==> config.mk <==
export PLATFORM = sky130hd
export DESIGN_NAME = spart_tx_fifo_flat
export DESIGN_NICKNAME = d
export VERILOG_FILES = /design/src/rtl/spart_tx_fifo_if.sv /design/src/rtl/spart_tx_fifo.sv /design/src/flat_wrapper.sv
export SDC_FILE = /design/constraint.sdc
export NUM_CORES = 1
export LEC_CHECK = 0
export ABC_AREA = 1
export ABC_CLOCK_PERIOD_IN_PS = 5650
export BUFFER_PORTS_ARGS = -buffer_cell sky130_fd_sc_hd__clkbuf_2
export CAP_MARGIN = 20
export CORE_MARGIN = 2
export CORE_UTILIZATION = 60
export CTS_CLUSTER_DIAMETER = 80
export DETAILED_ROUTE_END_ITERATION = 6
export HOLD_SLACK_MARGIN = 0.08
export PLACE_DENSITY_LB_ADDON = 0.3
export SYNTH_ARGS = -nofsm -noshare
export SYNTH_HDL_FRONTEND = slang
export SYNTH_SLANG_ARGS = --single-unit
==> constraint.sdc <==
create_clock -name clk -period 5.65 [get_ports clk]
set_input_delay 1.13 -clock clk [delete_from_list [all_inputs] [get_ports clk]]
set_output_delay 1.13 -clock clk [all_outputs]
set_load 0.05 [all_outputs]
==> src/rtl/spart_tx_fifo_if.sv <==
// Host-side bundle for spart_tx_fifo: write strobe/data, baud tick, status flags and TxD.
// Master is the host/bench side; slave is the transmitter.
`timescale 1ns/1ps
interface spart_tx_fifo_if #(
    parameter int DATA_BITS  = 8,
    parameter int FIFO_DEPTH = 8
);
    localparam int CW = $clog2(FIFO_DEPTH) + 1;

    logic                 en;
    logic [DATA_BITS-1:0] data;
    logic                 en_tx;
    logic                 clr_ovf;
    logic                 tbr;
    logic                 full;
    logic                 empty;
    logic [CW-1:0]        count;
    logic                 busy;
    logic                 ovf;
    logic                 TxD;

    modport master (
        output en, data, en_tx, clr_ovf,
        input  tbr, full, empty, count, busy, ovf, TxD
    );

    modport slave (
        input  en, data, en_tx, clr_ovf,
        output tbr, full, empty, count, busy, ovf, TxD
    );
endinterface

==> src/rtl/spart_tx_fifo.sv <==
// Queued UART transmitter: FIFO of host bytes serialised on TxD with start/data/parity/stop bits.
// Latency: flags 1 clk after a write; TxD falls 1 clk after the first write into an idle, empty queue.
// Backpressure: tbr = ~full; a write into a full FIFO is dropped and latches ovf until clr_ovf.
`timescale 1ns/1ps
module spart_tx_fifo #(
    parameter int DATA_BITS  = 8,
    parameter int PARITY     = 0,
    parameter int STOP_BITS  = 1,
    parameter int FIFO_DEPTH = 8,
    parameter int OVERSAMPLE = 16
) (
    input  logic            clk,
    input  logic            rst,
    spart_tx_fifo_if.slave  bus
);
    localparam int AW = $clog2(FIFO_DEPTH);
    localparam int CW = AW + 1;
    localparam int TW = (OVERSAMPLE > 1) ? $clog2(OVERSAMPLE) : 1;
    localparam bit BAD_PARAM = (DATA_BITS < 5) || (DATA_BITS > 8) ||
                               (PARITY < 0) || (PARITY > 2) ||
                               ((STOP_BITS != 1) && (STOP_BITS != 2)) ||
                               (FIFO_DEPTH < 2) || (FIFO_DEPTH > 64) ||
                               ((FIFO_DEPTH & (FIFO_DEPTH - 1)) != 0);

    if (BAD_PARAM) begin : g_bad_param
        $error("spart_tx_fifo: illegal DATA_BITS/PARITY/STOP_BITS/FIFO_DEPTH");
    end

    typedef enum logic [2:0] {S_IDLE, S_START, S_DATA, S_PAR, S_STOP} state_t;

    logic [DATA_BITS-1:0] r_mem [FIFO_DEPTH];
    logic [AW-1:0]        r_wr_ptr, r_rd_ptr;
    logic [CW-1:0]        r_count;
    logic                 r_ovf;
    state_t               r_state, w_state_nxt;
    logic [TW-1:0]        r_tick, w_tick_nxt;
    logic [3:0]           r_bit, w_bit_nxt;
    logic [DATA_BITS-1:0] r_shift, w_shift_nxt;
    logic                 r_par, w_par_nxt;
    logic                 r_txd, w_txd_nxt;
    logic                 w_pop, w_wr, w_drop, w_full, w_empty, w_bit_end;
    logic [DATA_BITS-1:0] w_head;

    assign w_full    = (r_count == CW'(FIFO_DEPTH));
    assign w_empty   = (r_count == '0);
    assign w_wr      = bus.en_tx & ~w_full;
    assign w_drop    = bus.en_tx & w_full;
    assign w_head    = r_mem[r_rd_ptr];
    assign w_bit_end = bus.en & (r_tick == TW'(OVERSAMPLE - 1));

    always_comb begin
        w_state_nxt = r_state;
        w_tick_nxt  = r_tick;
        w_bit_nxt   = r_bit;
        w_shift_nxt = r_shift;
        w_par_nxt   = r_par;
        w_txd_nxt   = r_txd;
        w_pop       = 1'b0;
        if (r_state != S_IDLE && bus.en)
            w_tick_nxt = w_bit_end ? '0 : r_tick + TW'(1);
        case (r_state)
            S_IDLE: begin
                w_txd_nxt = 1'b1;
                w_pop     = ~w_empty;
            end
            S_START: if (w_bit_end) begin
                w_state_nxt = S_DATA;
                w_txd_nxt   = r_shift[0];
                w_shift_nxt = r_shift >> 1;
                w_bit_nxt   = '0;
            end
            S_DATA: if (w_bit_end) begin
                if (r_bit == 4'(DATA_BITS - 1)) begin
                    w_bit_nxt = '0;
                    if (PARITY != 0) begin
                        w_state_nxt = S_PAR;
                        w_txd_nxt   = r_par;
                    end else begin
                        w_state_nxt = S_STOP;
                        w_txd_nxt   = 1'b1;
                    end
                end else begin
                    w_bit_nxt   = r_bit + 4'd1;
                    w_txd_nxt   = r_shift[0];
                    w_shift_nxt = r_shift >> 1;
                end
            end
            S_PAR: if (w_bit_end) begin
                w_state_nxt = S_STOP;
                w_txd_nxt   = 1'b1;
            end
            S_STOP: if (w_bit_end) begin
                // Chain straight into the next start bit when more data is queued.
                if (r_bit == 4'(STOP_BITS - 1)) begin
                    if (!w_empty) w_pop = 1'b1;
                    else          w_state_nxt = S_IDLE;
                end else begin
                    w_bit_nxt = r_bit + 4'd1;
                end
            end
            default: w_state_nxt = S_IDLE;
        endcase
        if (w_pop) begin
            w_state_nxt = S_START;
            w_txd_nxt   = 1'b0;
            w_tick_nxt  = '0;
            w_bit_nxt   = '0;
            w_shift_nxt = w_head;
            w_par_nxt   = (^w_head) ^ (PARITY == 2);
        end
    end

    always_ff @(posedge clk) begin
        if (!rst) begin
            r_state  <= S_IDLE;
            r_tick   <= '0;
            r_bit    <= '0;
            r_shift  <= '0;
            r_par    <= 1'b0;
            r_txd    <= 1'b1;
            r_wr_ptr <= '0;
            r_rd_ptr <= '0;
            r_count  <= '0;
            r_ovf    <= 1'b0;
        end else begin
            r_state <= w_state_nxt;
            r_tick  <= w_tick_nxt;
            r_bit   <= w_bit_nxt;
            r_shift <= w_shift_nxt;
            r_par   <= w_par_nxt;
            r_txd   <= w_txd_nxt;
            if (w_wr)  r_wr_ptr <= r_wr_ptr + AW'(1);
            if (w_pop) r_rd_ptr <= r_rd_ptr + AW'(1);
            r_count <= r_count + CW'(w_wr) - CW'(w_pop);
            if (w_drop)           r_ovf <= 1'b1;
            else if (bus.clr_ovf) r_ovf <= 1'b0;
        end
    end

    always_ff @(posedge clk) begin
        if (w_wr) r_mem[r_wr_ptr] <= bus.data;
    end

    assign bus.tbr   = ~w_full;
    assign bus.full  = w_full;
    assign bus.empty = w_empty;
    assign bus.count = r_count;
    assign bus.busy  = (r_state != S_IDLE);
    assign bus.ovf   = r_ovf;
    assign bus.TxD   = r_txd;
endmodule

==> src/flat_wrapper.sv <==
// flat-port wrapper written by rule: the top's interface ports become plain ports
module spart_tx_fifo_flat 
#(
    parameter int DATA_BITS  = 8,
    parameter int PARITY     = 0,
    parameter int STOP_BITS  = 1,
    parameter int FIFO_DEPTH = 8,
    parameter int OVERSAMPLE = 16
)
  (clk, rst, bus_en, bus_data, bus_en_tx, bus_clr_ovf, bus_tbr, bus_full, bus_empty, bus_count, bus_busy, bus_ovf, bus_TxD);
  spart_tx_fifo_if #(.DATA_BITS(DATA_BITS), .FIFO_DEPTH(FIFO_DEPTH)) bus_i ();
  input  logic clk;
  input  logic rst;
  input wire logic [$bits(bus_i.en)-1:0] bus_en;
  input wire logic [$bits(bus_i.data)-1:0] bus_data;
  input wire logic [$bits(bus_i.en_tx)-1:0] bus_en_tx;
  input wire logic [$bits(bus_i.clr_ovf)-1:0] bus_clr_ovf;
  output wire logic [$bits(bus_i.tbr)-1:0] bus_tbr;
  output wire logic [$bits(bus_i.full)-1:0] bus_full;
  output wire logic [$bits(bus_i.empty)-1:0] bus_empty;
  output wire logic [$bits(bus_i.count)-1:0] bus_count;
  output wire logic [$bits(bus_i.busy)-1:0] bus_busy;
  output wire logic [$bits(bus_i.ovf)-1:0] bus_ovf;
  output wire logic [$bits(bus_i.TxD)-1:0] bus_TxD;
  assign bus_i.en = bus_en;
  assign bus_i.data = bus_data;
  assign bus_i.en_tx = bus_en_tx;
  assign bus_i.clr_ovf = bus_clr_ovf;
  assign bus_tbr = bus_i.tbr;
  assign bus_full = bus_i.full;
  assign bus_empty = bus_i.empty;
  assign bus_count = bus_i.count;
  assign bus_busy = bus_i.busy;
  assign bus_ovf = bus_i.ovf;
  assign bus_TxD = bus_i.TxD;
  spart_tx_fifo #(.DATA_BITS(DATA_BITS), .PARITY(PARITY), .STOP_BITS(STOP_BITS), .FIFO_DEPTH(FIFO_DEPTH), .OVERSAMPLE(OVERSAMPLE)) u_core (.clk(clk), .rst(rst), .bus(bus_i));
endmodule
==> impl_metrics.tcl, run 1 <==
set metrics [dict create \
    finalSetupTns_ns 0 \
    cts_tree "built" \
    relSlewSlack_pct 36.4 \
    drc 0 \
    r2r-start "u_core.r_tick[0]" \
    synthTopCellsByArea "edfxtp_1, dfxtp_1, nand2_1, inv_1, nand3_1" \
    yosysSeqAreaShare_pct 56.9 \
    tightest_slew_ns 0.953 \
    cts_htree_levels 3 \
    holdPathStages 2 \
    required_ns 4.52 \
    clock_latency_ns 0.36 \
    cts-root-buf "clkbuf_8" \
    rsz0062_at_grt "no" \
    io_buffers 22 \
    hold_class "flip-flop to flip-flop" \
    cpPeakStageDelay_ns 0.32 \
    crit_type "flip-flop to output port" \
    antenna_left 0 \
    grt_pass1_wl_um 15200 \
    final-setup-viol-count 0 \
    utilization_pct 67.2 \
    r2r_end "u_core.bus.count[2]" \
    status "completed" \
    drt_iter0_drc 224 \
    period_share_pct 47.6 \
    finalHoldViolCount 0 \
    ios 23 \
    max-cap-violations 0 \
    min_period_ns 2.69 \
    synth_cells 525 \
    power_density_nw_per_um2 485 \
    synth_largest_area_cell "edfxtp_1" \
    worst_hold_slack_ns 0.476 \
    wl_um 8930 \
    layout_common_cells "nand2_1, inv_1, edfxtp_1, nand3_1, nor2_1" \
    fp.dieW_um 91.3 \
    final_common_cell "nand2_1" \
    final-max-slew-violation-count 0 \
    cp_cell_sequence "inv_1 > ha_1 > nand3_2 > inv_1 > clkbuf_2" \
    cp_top_family "buffers and inverters" \
    p_leak_nw 2.27 \
    routedWlPerCell_um 13.8 \
    grt_overflow 0 \
    skew_ns 0.0129 \
    gp_routability_congestion 0.861 \
    path_buf_inv 3 \
    grtUsageTotal_pct 23.4 \
    post_cts_buffers 0 \
    ir_worst_vdd_mv 0.390 \
    area_delta_synth_final_pct 7.83 \
    die_h_um 91.3 \
    synth_seq_cells 98 \
    cts_buffers 9 \
    dp_hpwl_um 6310 \
    clock-sinks 98 \
    syn-num-nets 549 \
    antenna_found_initial 0 \
    slowest_stage "dfxtp_1" \
    clk_pin_slew_ns 0.09 \
    yosys_warnings 0 \
    fillers 583 \
    worst_path_most_repeated_cell "inv_1" \
    vias 3352 \
    min_to "u_core.bus.ovf" \
    drtPass1Iterations 5 \
    layout-drive-gt1-share_pct 11.8 \
    critPathMaxFanout 4 \
    cp.arrival_ns 1.56 \
    cts_hold_buf 0 \
    timing.fmax_ghz 0.372 \
    end_kind "output port" \
    first_global_vias 3383 \
    start_util_pct 62.4 \
    syn_area_per_cell_um2 8.71 \
    avgViaCountPerCell 5.16 \
    num_rows 31 \
    hp-start "u_core.bus.ovf" \
    reg2regPathDepth 14 \
    r2r_setup_slack_ns 3.25 \
    ys_types 27 \
    diodes 0 \
    syn_area_um2 4570 \
    clk_path_buf_depth 2 \
    core_area_um2 7330 \
    cp-start-kind "flip-flop" \
    fin_nets 569 \
    grt_max_degree 34 \
    cts_resized 0 \
    die_area_um2 8330 \
    synth_top_area_share_pct 42.0 \
]
==> worst register-to-register path: stages (launching register included) <==
cell	delay (ns)
dfxtp_1	0.38
ha_1	0.19
nand2_1	0.13
nor2_8	0.19
nand2_1	0.09
nand2_1	0.07
nand2_2	0.12
nor2_2	0.16
inv_1	0.08
nand2_1	0.07
ha_1	0.17
inv_1	0.07
fa_1	0.37
xor2_1	0.14
nor2_1	0.05
==> flip-flops by register name (all words and copies together) (netlist names), named ones only <==
signal / cells
u_core.r_bit: 4
u_core.r_rd_ptr: 3
u_core.bus.ovf: 1
u_core.r_state: 3
u_core.r_shift: 8
u_core.bus.TxD: 1
u_core.r_mem: 64
u_core.bus.count: 4
u_core.r_tick: 4
u_core.r_wr_ptr: 3
==> layout make-up <==
cell class,count,area (µm²),area share (%)
multi-input combinational,333,1590,32.3
timing repair buffer,23,118,2.39
clock buffer,10,128,2.59
sequential,98,2600,52.8
clock inverter,6,65.1,1.32
tap,99,124,2.51
inverter,80,302,6.12
==> layer usage <==
| metal | global-route usage (%) | up-vias | part of all wire [%] |
|---|---|---|---|
| li1 | - | 1697 | - |
| met1 | 30.3 | 1559 | 44 |
| met2 | 38.1 | 75 | 49 |
| met3 | 5.48 | 21 | 4.9 |
| met4 | 9.47 | 0 | 2.4 |
| met5 | 0 | - | 0 |
==> power by group <==
part	switching (W)	total (W)	internal, W
clock network	0.000242	0.000449	0.000206
logic	0.000717	0.00101	0.000297
registers	0.0000705	0.000926	0.000855
==> cell usage after synthesis, drive strengths merged <==
library cell / instances
edfxtp: 64
a21oi: 20
nor2: 48
inv: 79
ha: 10
dfxtp: 34
clkinv: 1
o21ai: 10
clkbuf: 7
buf: 7
and3: 1
nor3: 2
nand2: 180
nand4: 1
xor2: 4
nand3: 56
fa: 1
==> cell families after synthesis <==
family          Yosys count  share of synthesized area, %
buf+inv                  94                          8.27
simple gates            288                          27.5
flops                    98                          56.9
fa+ha+maj                11                          3.17
xor+xnor                  4                         0.766
compound gates           30                          3.37
==> how the worst max path moves through the flow <==
stage / from / end / slack [ns] / cells after the start
global route: bus_en / u_core.bus.count[2] / 2.74 / 14
CTS: bus_en / u_core.bus.count[2] / 2.96 / 14
floorplan: u_core.bus.count[3] / bus_full / 2.69 / 3
global placement: bus_en / u_core.bus.count[2] / 2.71 / 14
detailed placement: bus_en / u_core.bus.count[2] / 2.55 / 14
finish: u_core.bus.count[2] / bus_empty / 2.96 / 5
==> stage by stage <==
step           cells  total power [W]  setup WS [ns]  area [µm²]
6_report         649          0.00239           2.96        4930
5_1_grt          649          0.00258           2.74        4930
4_1_cts          649          0.00239           2.96        4930
3_5_place_dp     633          0.00195           2.55        4740
3_3_place_gp     633          0.00191           2.71        4740
2_1_floorplan    525          0.00176           2.69        4570
(Power assumes the default switching activity.)
==> run 2, diff against run 1 <==
Settings changed: ABC_CLOCK_PERIOD_IN_PS 5650 to 2300, CORE_UTILIZATION 60 to 55.
Clock period 5.65 ns to 2.3 ns, I/O delays scaled along.
==> run 2 against run 1 <==
  * Global-route usage down 2.4 points
  * Sequential power up 150%
  * Sequential cell count unchanged
  * Worst setup slack worse by 2.8 ns
  * Hold slack worse by 0.14 ns
  * Largest cell class unchanged
==> impl_metrics.tcl, run 2 (synthesized netlist as in run 1, its figures left out) <==
set metrics [dict create \
    r2r-start "u_core.r_bit[0]" \
    cts-root-buf "clkbuf_8" \
    cp.arrival_ns 2.38 \
    slowest_stage "dfxtp_2" \
    cts_buffers 9 \
    die_area_um2 9060 \
    final_common_cell "nand2_1" \
    tightest_slew_ns 0.630 \
    fp.dieW_um 95.2 \
    vias 3336 \
    cts_tree "built" \
    hp-start "bus_en_tx" \
    cp_top_family "adder cells" \
    path_buf_inv 3 \
    final-setup-viol-count 0 \
    reg2regPathDepth 15 \
    timing.fmax_ghz 0.469 \
    antenna_found_initial 0 \
    drt_iter0_drc 201 \
    reg_top3 "u_core.r_mem x64, u_core.r_shift x8" \
    ir_worst_vdd_mv 0.565 \
    diodes 0 \
    worst_hold_slack_ns 0.338 \
    min_to "u_core.bus.ovf" \
    cpPeakStageDelay_ns 0.34 \
    crit_type "flip-flop to flip-flop" \
    critPathMaxFanout 3 \
    num_rows 33 \
    grt_overflow 0 \
    rsz0062_at_grt "no" \
    io_buffers 22 \
    area_delta_synth_final_pct 11.8 \
    core_area_um2 8130 \
    drc 0 \
    cp-start-kind "flip-flop" \
    power_density_nw_per_um2 1170 \
    min_period_ns 2.13 \
    holdPathStages 3 \
    hold_class "input pin to flip-flop" \
    clk_pin_slew_ns 0.09 \
    layout_common_cells "nand2_1, inv_1, edfxtp_1, nand3_1, nor2_1" \
    period_share_pct 92.8 \
    largest_register_ffs 64 \
    required_ns 2.55 \
    fin_nets 584 \
    clk_path_buf_depth 2 \
    max-cap-violations 0 \
    p_leak_nw 2.34 \
    antenna_left 0 \
    cts_hold_buf 0 \
    dp_hpwl_um 5880 \
    clock-sinks 98 \
    relSlewSlack_pct 57.9 \
    ios 23 \
    r2r_end "u_core.bus.count[2]" \
    status "completed" \
    grtUsageTotal_pct 21.0 \
    r2r_setup_slack_ns 0.17 \
    start_util_pct 56.2 \
    gp_routability_congestion 0.813 \
    top_register "u_core.r_mem" \
    first_global_vias 3084 \
    end_kind "flip-flop" \
    finalHoldViolCount 0 \
    final-max-slew-violation-count 0 \
    clock_latency_ns 0.36 \
    die_h_um 95.2 \
    cp_cell_sequence "inv_2 > ha_2 > nand3_2 > nor2_2 > nand2_1 > nand2_1 > nand2_2 > nor2_4 > inv_2 > nand2_1 > ha_2 > inv_2 > fa_2 > xor2_1 > nor2_1" \
    wl_um 8820 \
    skew_ns 0.00685 \
    routedWlPerCell_um 13.2 \
    drtPass1Iterations 4 \
    finalSetupTns_ns 0 \
    cts_htree_levels 3 \
    layout-drive-gt1-share_pct 18.1 \
    avgViaCountPerCell 4.98 \
    grt_pass1_wl_um 14300 \
    grt_max_degree 33 \
]
-- run 2: cell types whose count changed in the layout (fill, tap and decap cells not counted), sizes merged --
| cell | before | now |
|---|---|---|
| buf | 1 | 16 |
| clkinvlp | 1 | 4 |
| bufinv | 1 | 0 |
| clkinv | 3 | 2 |
| inv | 81 | 80 |
-- run 2: worst max-delay path by stage --
stage / start / end / slack (ns) / cells after the start
3_3_place_gp: bus_en / u_core.bus.count[2] / 0.18 / 14
5_1_grt: u_core.r_bit[0] / u_core.bus.count[2] / 0.003 / 15
3_5_place_dp: u_core.r_bit[0] / u_core.bus.count[1] / 0.11 / 14
6_report: u_core.r_bit[0] / u_core.bus.count[2] / 0.17 / 15
4_1_cts: u_core.r_bit[0] / u_core.bus.count[2] / 0.09 / 15
2_1_floorplan: u_core.bus.count[3] / u_core.bus.count[1] / -0.13 / 13
-- run 2: metal layers --
metal  up-vias  share of wire (%)  track usage (%)
met4         0                1.0             7.13
met1      1525                 45             27.9
met3        11                5.8             6.32
met2        69                 48             32.9
met5         -                  0                0
li1       1731                  -                -
-- run 2: where the power goes --
group / switching [W] / internal, W
Clock: 0.000605 / 0.000435
Combinational: 0.00182 / 0.000838
Sequential: 0.000152 / 0.00212
-- run 2: layout make-up --
| type | instances | area (µm²) |
|---|---|---|
| Sequential cell | 98 | 2620 |
| Clock buffer | 10 | 138 |
| Inverter | 80 | 308 |
| Multi-Input combinational cell | 333 | 1630 |
| Tap cell | 105 | 131 |
| Clock inverter | 6 | 50.0 |
| Timing Repair Buffer | 38 | 230 |
| Fill cell | 659 | 3020 |
-- run 2: tightest hold or removal path, cell delays in order --
cell	delay, ns
clkbuf_2	0.09
nand2_1	0.06
a21oi_1	0.05
-- run 2: timing repair --
| action | in CTS | in global routing |
|---|---|---|
| buffers inserted | 0 | 1 |
| resized for setup | 0 | 7 |
| endpoints found under the setup margin | 0 | 2 |
-- run 2: through the flow --
stage                     setup WS, ns  utilization [%]  power [W]  area [µm²]  cells
final                            0.166             62.8    0.00596        5110    670
after global routing           0.00345             62.8    0.00643        5110    670
after CTS                       0.0940             62.6    0.00599        5090    669
after detailed placement         0.115             60.3    0.00495        4900    653
after global placement           0.184             60.3    0.00488        4900    653
after floorplan                 -0.134                -    0.00442        4620    525
==> run 3, diff against run 2 <==
Settings changed: HOLD_SLACK_MARGIN 0.08 to 0.02, PLACE_DENSITY_LB_ADDON 0.3 to 0.1.
==> run 3 against run 2 <==
  * Sequential share of layout area rose by 0.19 points
  * Critical path type unchanged
  * Largest power group unchanged
  * Critical path depth fell by 1
  * Highest routed layer unchanged
  * Via count fell by 0.15%
  * Global-route usage rose by 0.59 points
==> impl_metrics.tcl, run 3 (synthesized netlist as in run 1, its figures left out) <==
set metrics [dict create \
    cp-start-kind "flip-flop" \
    path_buf_inv 3 \
    clk_path_buf_depth 2 \
    slowest_stage "fa_2" \
    wl_um 9000 \
    relSlewSlack_pct 58.3 \
    p_sw_share_pct 43.0 \
    status "completed" \
    power_density_nw_per_um2 1170 \
    start_util_pct 56.2 \
    vias 3331 \
    max-cap-violations 0 \
    report.power.total_w 0.00595 \
    final-setup-viol-count 0 \
    cts_buffers 9 \
    clock_latency_ns 0.35 \
    ios 23 \
    period_share_pct 94.6 \
    grt_overflow 0 \
    area_delta_synth_final_pct 11.3 \
    cts_htree_levels 3 \
    routedWlPerCell_um 13.4 \
    drt_iter0_drc 209 \
    holdPathStages 4 \
    power_frac_seq_pct 38.1 \
    final_common_cell "nand2_1" \
    r2r_setup_slack_ns 0.12 \
    pre_cts_slack_ns 0.0607 \
    grt_max_degree 33 \
    first_global_vias 3146 \
    dp_hpwl_um 6030 \
    required_ns 2.53 \
    internal_power_w 0.00339 \
    fin_ws_ns 0.124 \
    cp_top_family "adder cells" \
    p_comb_share_pct 45.9 \
    fin_nets 584 \
    grt_pass1_wl_um 14600 \
    min_period_ns 2.18 \
    cts_tree "built" \
    cp.arrival_ns 2.41 \
    avgViaCountPerCell 4.97 \
    hold_class "input pin to flip-flop" \
    final-max-slew-violation-count 0 \
    switching_power_w 0.00256 \
    reg2regPathDepth 14 \
    reg_top3 "u_core.r_mem x64, u_core.r_shift x8" \
    clk_pin_slew_ns 0.09 \
    clock-sinks 98 \
    finalSetupTns_ns 0 \
    ir_worst_vdd_mv 0.668 \
    critPathMaxFanout 3 \
    diodes 0 \
    grtUsageTotal_pct 21.6 \
    die_area_um2 9060 \
    cp_cell_sequence "inv_2 > ha_2 > nand3_1 > nor2_1 > nand2_1 > nand2_1 > nand2_2 > nor2_4 > inv_2 > nand2_1 > ha_2 > inv_2 > fa_2 > nor2_1" \
    p_leak_nw 2.33 \
    drtPass1Iterations 4 \
    gp_routability_congestion 0.809 \
    top_register "u_core.r_mem" \
    cpPeakStageDelay_ns 0.51 \
    layout-drive-gt1-share_pct 16.8 \
    antenna_found_initial 0 \
    fp.dieW_um 95.2 \
    layout_common_cells "nand2_1, inv_1, edfxtp_1, nand3_1, nor2_1" \
    die_h_um 95.2 \
    finalHoldViolCount 0 \
    p_clk_share_pct 16.1 \
    utilization_pct 62.6 \
    tightest_slew_ns 0.625 \
    largest_register_ffs 64 \
    cts-root-buf "clkbuf_8" \
    core_area_um2 8130 \
    crit_type "flip-flop to flip-flop" \
    num_rows 33 \
    worstSetupPathDepth 14 \
    timing.fmax_ghz 0.460 \
    skew_ns 0.00967 \
    antenna_left 0 \
    io_buffers 22 \
    end_kind "flip-flop" \
    drc 0 \
]
-- run 3: cell type report --
cell class | instances | area, µm²
repair buffers | 38 | 243
clock buffers | 11 | 131
inverters | 80 | 308
clock inverters | 5 | 31.3
well taps | 105 | 131
flip-flops and latches | 98 | 2620
fillers | 690 | 3050
multi-input cells | 333 | 1630
-- run 3: path summary, 6_finish.rpt --
kind	startpoint	to
setup reg to reg	u_core.r_bit[0]	u_core.bus.count[1]
hold / removal	bus_clr_ovf	u_core.bus.ovf
hold reg to reg	u_core.r_rd_ptr[2]	u_core.r_rd_ptr[2]
setup / recovery	u_core.r_bit[0]	u_core.bus.count[1]
-- run 3: worst register-to-register path, stage by stage (launching register included) --
cell,delay (ns)
dfxtp_1,0.33
inv_2,0.08
ha_2,0.18
nand3_1,0.09
nor2_1,0.14
nand2_1,0.08
nand2_1,0.07
nand2_2,0.09
nor2_4,0.11
inv_2,0.05
nand2_1,0.07
ha_2,0.19
inv_2,0.04
fa_2,0.51
nor2_1,0.04
-- run 3: power by group through the flow --
stage | Clock (W) | Combinational (W) | Sequential [W]
2_1_floorplan | 0 | 0.00202 | 0.00240
3_3_place_gp | 0 | 0.00261 | 0.00229
3_5_place_dp | 0 | 0.00269 | 0.00231
4_1_cts | 0.000975 | 0.00270 | 0.00226
5_1_grt | 0.00105 | 0.00308 | 0.00229
6_report | 0.000955 | 0.00273 | 0.00226
-- run 3: routing by layer --
metal | GRT usage [%] | routed length [µm]
met3 | 3.24 | 331
met4 | 8.94 | 157
met5 | 0 | 0
met1 | 29.0 | 4360
met2 | 35.1 | 4160
-- run 3: what timing repair did --
action / in CTS / in global routing
hold buffers: 0 / 0
endpoints found under the setup margin: 0 / 2
gates resized for setup: 0 / 4
buffers inserted: 0 / 3
endpoints found under the hold margin: 0 / 0
-- run 3: metrics by stage --
stage                     instances  hold WS [ns]  area, µm²
after floorplan                 525         0.444       4620
after global placement          651         0.452       4900
after detailed placement        651         0.462       4900
after CTS                       667         0.338       5060
after global routing            670         0.367       5090
final                           670         0.353       5090
